## config.mk

```make
export PLATFORM = sky130hd
export DESIGN_NAME = cg_ctrl
export DESIGN_NICKNAME = d
export VERILOG_FILES = /design/src/rtl/cg_ctrl_pkg.sv /design/src/rtl/cg_ctrl_ch.sv /design/src/rtl/cg_ctrl.sv
export SDC_FILE = /design/constraint.sdc
export NUM_CORES = 1
export LEC_CHECK = 0
export BUFFER_PORTS_ARGS = -buffer_cell sky130_fd_sc_hd__buf_2
export CAP_MARGIN = 20
export CORE_ASPECT_RATIO = 0.8
export CORE_MARGIN = 5
export CORE_UTILIZATION = 35
export DETAILED_ROUTE_END_ITERATION = 8
export HOLD_SLACK_MARGIN = 0.15
export SYNTH_ARGS = -nofsm -noshare
export SYNTH_HDL_FRONTEND = slang
export SYNTH_HIERARCHICAL = 1
export SYNTH_SLANG_ARGS = --single-unit
```

## constraint.sdc

```tcl
create_clock -name clk -period 1.7 [get_ports clk]
set_input_delay 0.17 -clock clk [delete_from_list [all_inputs] [get_ports clk]]
set_output_delay 0.17 -clock clk [all_outputs]
set_load 0.03 [all_outputs]
```

## src/rtl/cg_ctrl_pkg.sv

```systemverilog
// Shared types and sizing helpers for the clock-gate sequencer.
// The optional auto-idle feature is selected by CG_CTRL_AUTO_IDLE_EN.
package cg_ctrl_pkg;

  typedef enum logic [2:0] {
    CG_OFF   = 3'd0,
    CG_WAKE  = 3'd1,
    CG_ON    = 3'd2,
    CG_DRAIN = 3'd3,
    CG_SLEEP = 3'd4
  } cg_state_t;

  function automatic int cg_max(input int a, input int b);
    return (a > b) ? a : b;
  endfunction

  function automatic int cg_cnt_width(input int max_val);
    return $clog2(max_val + 1);
  endfunction

endpackage

```

## src/rtl/cg_ctrl_ch.sv

```systemverilog
// Single clock-gate channel: OFF/WAKE/ON/DRAIN sequencing with settle and drain
// delays; SLEEP and the idle counter exist only with CG_CTRL_AUTO_IDLE_EN.
module cg_ctrl_ch
  import cg_ctrl_pkg::*;
#(
  parameter int SETTLE_CYCLES = 4,
  parameter int DRAIN_CYCLES  = 8,
  parameter int IDLE_CYCLES   = 16
) (
  input  logic clk,
  input  logic rst,
  input  logic req_i,
  input  logic idle_i,
  output logic en_o,
  output logic ack_o,
  output logic busy_o
);

  localparam int CNT_W = cg_cnt_width(cg_max(SETTLE_CYCLES, DRAIN_CYCLES));
  localparam logic [CNT_W-1:0] CNT_ZERO    = CNT_W'(0);
  localparam logic [CNT_W-1:0] CNT_ONE     = CNT_W'(1);
  localparam logic [CNT_W-1:0] SETTLE_LOAD = CNT_W'(SETTLE_CYCLES - 1);
  localparam logic [CNT_W-1:0] DRAIN_LOAD  = CNT_W'(DRAIN_CYCLES - 1);

  cg_state_t        state_q, state_d;
  logic [CNT_W-1:0] cnt_q, cnt_d;
  logic             en_q, en_d;
  logic             ack_q, ack_d;
  logic             busy_q, busy_d;

`ifdef CG_CTRL_AUTO_IDLE_EN
  localparam int IDLE_W = cg_cnt_width(IDLE_CYCLES);
  localparam logic [IDLE_W-1:0] IDLE_ZERO = IDLE_W'(0);
  localparam logic [IDLE_W-1:0] IDLE_ONE  = IDLE_W'(1);
  localparam logic [IDLE_W-1:0] IDLE_LAST = IDLE_W'(IDLE_CYCLES - 1);

  logic [IDLE_W-1:0] idle_cnt_q, idle_cnt_d;
  logic              rewake_q, rewake_d;
`else
  localparam int unused_idle_cycles_p = IDLE_CYCLES;
  logic unused_idle_s;
  assign unused_idle_s = idle_i;
`endif

  // Next-state, counter and registered-output decode for one channel.
  always_comb begin
    state_d = state_q;
    if (cnt_q == CNT_ZERO) begin
      cnt_d = CNT_ZERO;
    end else begin
      cnt_d = cnt_q - CNT_ONE;
    end
`ifdef CG_CTRL_AUTO_IDLE_EN
    idle_cnt_d = IDLE_ZERO;
`endif

    case (state_q)
      CG_OFF: begin
        if (req_i) begin
          state_d = CG_WAKE;
          cnt_d   = SETTLE_LOAD;
        end else begin
          state_d = CG_OFF;
        end
      end
      CG_WAKE: begin
        if (!req_i) begin
          state_d = CG_DRAIN;
          cnt_d   = DRAIN_LOAD;
        end else if (cnt_q == CNT_ZERO) begin
          state_d = CG_ON;
        end else begin
          state_d = CG_WAKE;
        end
      end
      CG_ON: begin
        if (!req_i) begin
          state_d = CG_DRAIN;
          cnt_d   = DRAIN_LOAD;
        end else begin
          state_d = CG_ON;
`ifdef CG_CTRL_AUTO_IDLE_EN
          if (idle_i) begin
            if (idle_cnt_q == IDLE_LAST) begin
              state_d = CG_SLEEP;
            end else begin
              idle_cnt_d = idle_cnt_q + IDLE_ONE;
            end
          end else begin
            idle_cnt_d = IDLE_ZERO;
          end
`endif
        end
      end
      CG_DRAIN: begin
        // The clock never stopped, so a re-request skips the settle delay.
        if (req_i) begin
          state_d = CG_ON;
        end else if (cnt_q == CNT_ZERO) begin
          state_d = CG_OFF;
        end else begin
          state_d = CG_DRAIN;
        end
      end
      CG_SLEEP: begin
`ifdef CG_CTRL_AUTO_IDLE_EN
        if (!req_i) begin
          state_d = CG_OFF;
        end else if (!idle_i) begin
          state_d = CG_WAKE;
          cnt_d   = SETTLE_LOAD;
        end else begin
          state_d = CG_SLEEP;
        end
`else
        state_d = CG_OFF;
`endif
      end
      default: begin
        state_d = CG_OFF;
        cnt_d   = CNT_ZERO;
      end
    endcase

    en_d   = (state_d == CG_WAKE) || (state_d == CG_ON) || (state_d == CG_DRAIN);
    busy_d = (state_d == CG_WAKE) || (state_d == CG_DRAIN);
`ifdef CG_CTRL_AUTO_IDLE_EN
    // A re-wake out of SLEEP keeps the grant asserted while settling.
    rewake_d = (state_d == CG_WAKE) && (rewake_q || (state_q == CG_SLEEP));
    ack_d    = (state_d == CG_ON) || (state_d == CG_SLEEP) || rewake_d;
`else
    ack_d    = (state_d == CG_ON);
`endif
  end

  // Channel state, counters and output registers with synchronous reset.
  always_ff @(posedge clk) begin
    if (rst) begin
      state_q    <= CG_OFF;
      cnt_q      <= CNT_ZERO;
      en_q       <= 1'b0;
      ack_q      <= 1'b0;
      busy_q     <= 1'b0;
`ifdef CG_CTRL_AUTO_IDLE_EN
      idle_cnt_q <= IDLE_ZERO;
      rewake_q   <= 1'b0;
`endif
    end else begin
      state_q    <= state_d;
      cnt_q      <= cnt_d;
      en_q       <= en_d;
      ack_q      <= ack_d;
      busy_q     <= busy_d;
`ifdef CG_CTRL_AUTO_IDLE_EN
      idle_cnt_q <= idle_cnt_d;
      rewake_q   <= rewake_d;
`endif
    end
  end

  assign en_o   = en_q;
  assign ack_o  = ack_q;
  assign busy_o = busy_q;

endmodule

```

## src/rtl/cg_ctrl.sv

```systemverilog
// N_CH-channel clock-gate enable sequencer with test override of the enables.
// Optional auto-idle gating is enabled by defining CG_CTRL_AUTO_IDLE_EN.
module cg_ctrl
  import cg_ctrl_pkg::*;
#(
  parameter int N_CH          = 4,
  parameter int SETTLE_CYCLES = 4,
  parameter int DRAIN_CYCLES  = 8,
  parameter int IDLE_CYCLES   = 16
) (
  input  logic            clk,
  input  logic            rst,
  input  logic [N_CH-1:0] req_i,
  output logic [N_CH-1:0] ack_o,
  output logic [N_CH-1:0] en_o,
  input  logic            force_en_i,
  input  logic [N_CH-1:0] idle_i,
  output logic [N_CH-1:0] busy_o
);

  logic [N_CH-1:0] fsm_en_s;

  for (genvar g = 0; g < N_CH; g++) begin : g_ch
    cg_ctrl_ch #(
      .SETTLE_CYCLES(SETTLE_CYCLES),
      .DRAIN_CYCLES (DRAIN_CYCLES),
      .IDLE_CYCLES  (IDLE_CYCLES)
    ) u_ch (
      .clk   (clk),
      .rst   (rst),
      .req_i (req_i[g]),
      .idle_i(idle_i[g]),
      .en_o  (fsm_en_s[g]),
      .ack_o (ack_o[g]),
      .busy_o(busy_o[g])
    );
  end

  // Quasi-static test override ORed after the enable registers.
  assign en_o = fsm_en_s | {N_CH{force_en_i}};

endmodule

```

==> metrics.yaml <==
grt_max_degree: 29
tightestPinTransition_ns: 0.592
post_cts_buffers: 0
grt.total_usage: 0.120
die_y_um: 82.6
synth_edf_count: 0
drcViolationCount: 0
final_cell_mix: "36 x dfxtp_1, 20 x inv_1, 20 x a211oi_1, 20 x ha_1, 18 x buf_2"
ant_nets: 0
layout_commonest_cell: "dfxtp_1"
portBuffers: 18
clock_sinks: 36
cp_slowest_cell: "or3_4"
layoutNonFillerInstCount: 338
core_mm2: 0.00641
fp.dieW_um: 101
drv_cap: 0
cp_max_fo: 4
finalNetCount: 284
htree_levels: 2
vias: 1835
fillers: 650
cts_tree: "done"
path_class: "flop to flop"
crit_chain: "inv_1 > ha_1 > or3_4 > mux2i_2 > nor3_1"
path_clk_slew_ns: 0.08
cts-buffers-inserted: 5
yosysTopAreaCellShare: 0.313
hpwl_um: 3310
synth-seq-cells: 36
dr.pass1.iters: 4
rsz0062_at_grt: "true"
syn_inst: 240
antenna_found_initial: 0
whs_ns: 0.268
cts_buffer_depth: 2
diodes: 0
root_buffer: "clkbuf_8"
via_per_inst: 5.43
crit_arrival_ns: 1.74
syn_area_per_cell_um2: 9.60
start_util: 0.359
hold_viol_final: 0
status: "complete, no violations"
setup_viol: 0
seq_area_frac_synth: 0.313
drive_above_1_share: 0.169
drtIter0Drc: 42
cp_data_required_time_ns: 1.85
p_leak_nw: 1.03
clock_skew_ns: 0.00335
area_delta_synth_final_pct: 10.6
synthFlopType: "dfxtp_1"
clkLatencyLatePin_ns: 0.29
grt_overflow: 0
ir_drop_mv: 0.640
grt_pass1_wl_um: 8130
gp_congestion: 0.801
routedWlPerCell_um: 13.9
dp.cells: 330
relSlewSlack: 0.605
totalWireLength_um: 4710
post-route-min-period_ns: 1.59
hold_class: "primary input to flop"
first_global_vias: 1757
ys_warn_count: 6
crit_path_end_kind: "flop"
critPathLaunchType: "flop"
fmax_mhz: 629
synth_cell_type_count: 31
async_flop_share: 0
cpPeakStageDelay_ns: 0.40
synthTopCellsByArea: "dfxtp_1 31%, ha_1 11%, a211oi_1 6.5%, inv_1 3.3%, o32ai_1 3.0%"
rows: 26
io_pins: 23
power.density_mw_per_mm2: 1680
dieArea_mm2: 0.00831
syn_nets: 271
syn_area_mm2: 0.00230
final_max_slew_viol_count: 0
fin_crit_sh: 0.936
synth_top_area_cell: "dfxtp_1"
## per-layer routing
metal  wire length, um  track usage
met3               202       0.0277
met4                36       0.0390
met1              2500        0.172
met2              1980        0.176
met5                 0            0
## cells by family after synthesis
family,after synthesis,share of synthesized area
AO/OA/AOI/OAI,80,0.278
adder cells (fa/ha/maj),20,0.109
buffers and inverters,32,0.0918
flip-flops,36,0.313
multiplexers,4,0.0174
AND/OR/NAND/NOR,68,0.191
## area by class of cell
class	count	area, um^2	area share
clock inverters	1	30.0	0.0118
repair buffers	18	90.1	0.0353
inverters	20	75.1	0.0295
multi-input cells	172	1430	0.562
clock buffers	7	96.3	0.0378
flip-flops and latches	36	721	0.283
well taps	84	105	0.0412
## Yosys cell counts, types with 5 or more instances
cell type  number
nor2_1         16
a211oi_1       20
a21oi_1        12
nor2b_1         8
ha_1           20
or2_1           7
inv_1          20
nor3_1         12
dfxtp_1        36
buf_6           5
o32ai_1         8
## worst paths after layout
kind	start	end	slack [ns]	depth (start not counted)
min reg2reg	g_ch[0].u_ch/cnt_q[3]$_SDFF_PP0_	g_ch[0].u_ch/cnt_q[3]$_SDFF_PP0_	0.53	2
min	req_i[0]	g_ch[0].u_ch/cnt_q[2]$_SDFF_PP0_	0.27	4
max	g_ch[3].u_ch/state_q[0]$_SDFF_PP0_	g_ch[3].u_ch/state_q[1]$_SDFF_PP0_	0.11	5
max reg2reg	g_ch[3].u_ch/state_q[0]$_SDFF_PP0_	g_ch[3].u_ch/state_q[1]$_SDFF_PP0_	0.11	5
## registers in the layout, indices dropped and copies added (netlist names)
name	count
g_ch.u_ch/busy_o	4
g_ch.u_ch/en_o	4
g_ch.u_ch/cnt_q	16
g_ch.u_ch/state_q	8
g_ch.u_ch/ack_o	4
## where the power goes
part | leakage [nW] | total (mW) | switching [mW] | internal (mW)
Clock | 0.0645 | 0.842 | 0.324 | 0.518
Sequential | 0.296 | 1.35 | 0.269 | 1.08
Combinational | 0.667 | 2.09 | 1.23 | 0.867
Total | 1.03 | 4.29 | 1.82 | 2.47
## critical path, delay by kind of cell, from the launching register on
family | cells | cell delay [ns]
buf+inv | 1 | 0.09
flops | 1 | 0.38
mux | 1 | 0.26
simple gates | 2 | 0.48
fa+ha+maj | 1 | 0.24
## metrics by stage
step           worst slack, ns  TNS (ns)  total power, mW   util  cell area, um^2
3_3_place_gp             0.142         0             3.30  0.369             2360
3_5_place_dp             0.120         0             3.32  0.369             2360
5_1_grt               -0.00709  -0.00709             4.63  0.398             2550
2_1_floorplan            0.294         0             3.07      -             2300
6_report                 0.110         0             4.29  0.398             2550
4_1_cts                 0.0697         0             4.19  0.388             2490
## what timing repair did
action	4_1_cts	5_1_grt
gates resized for setup	0	8
setup endpoints to repair	0	3
hold buffers	0	0
Power figures use the tool's default switching activity.
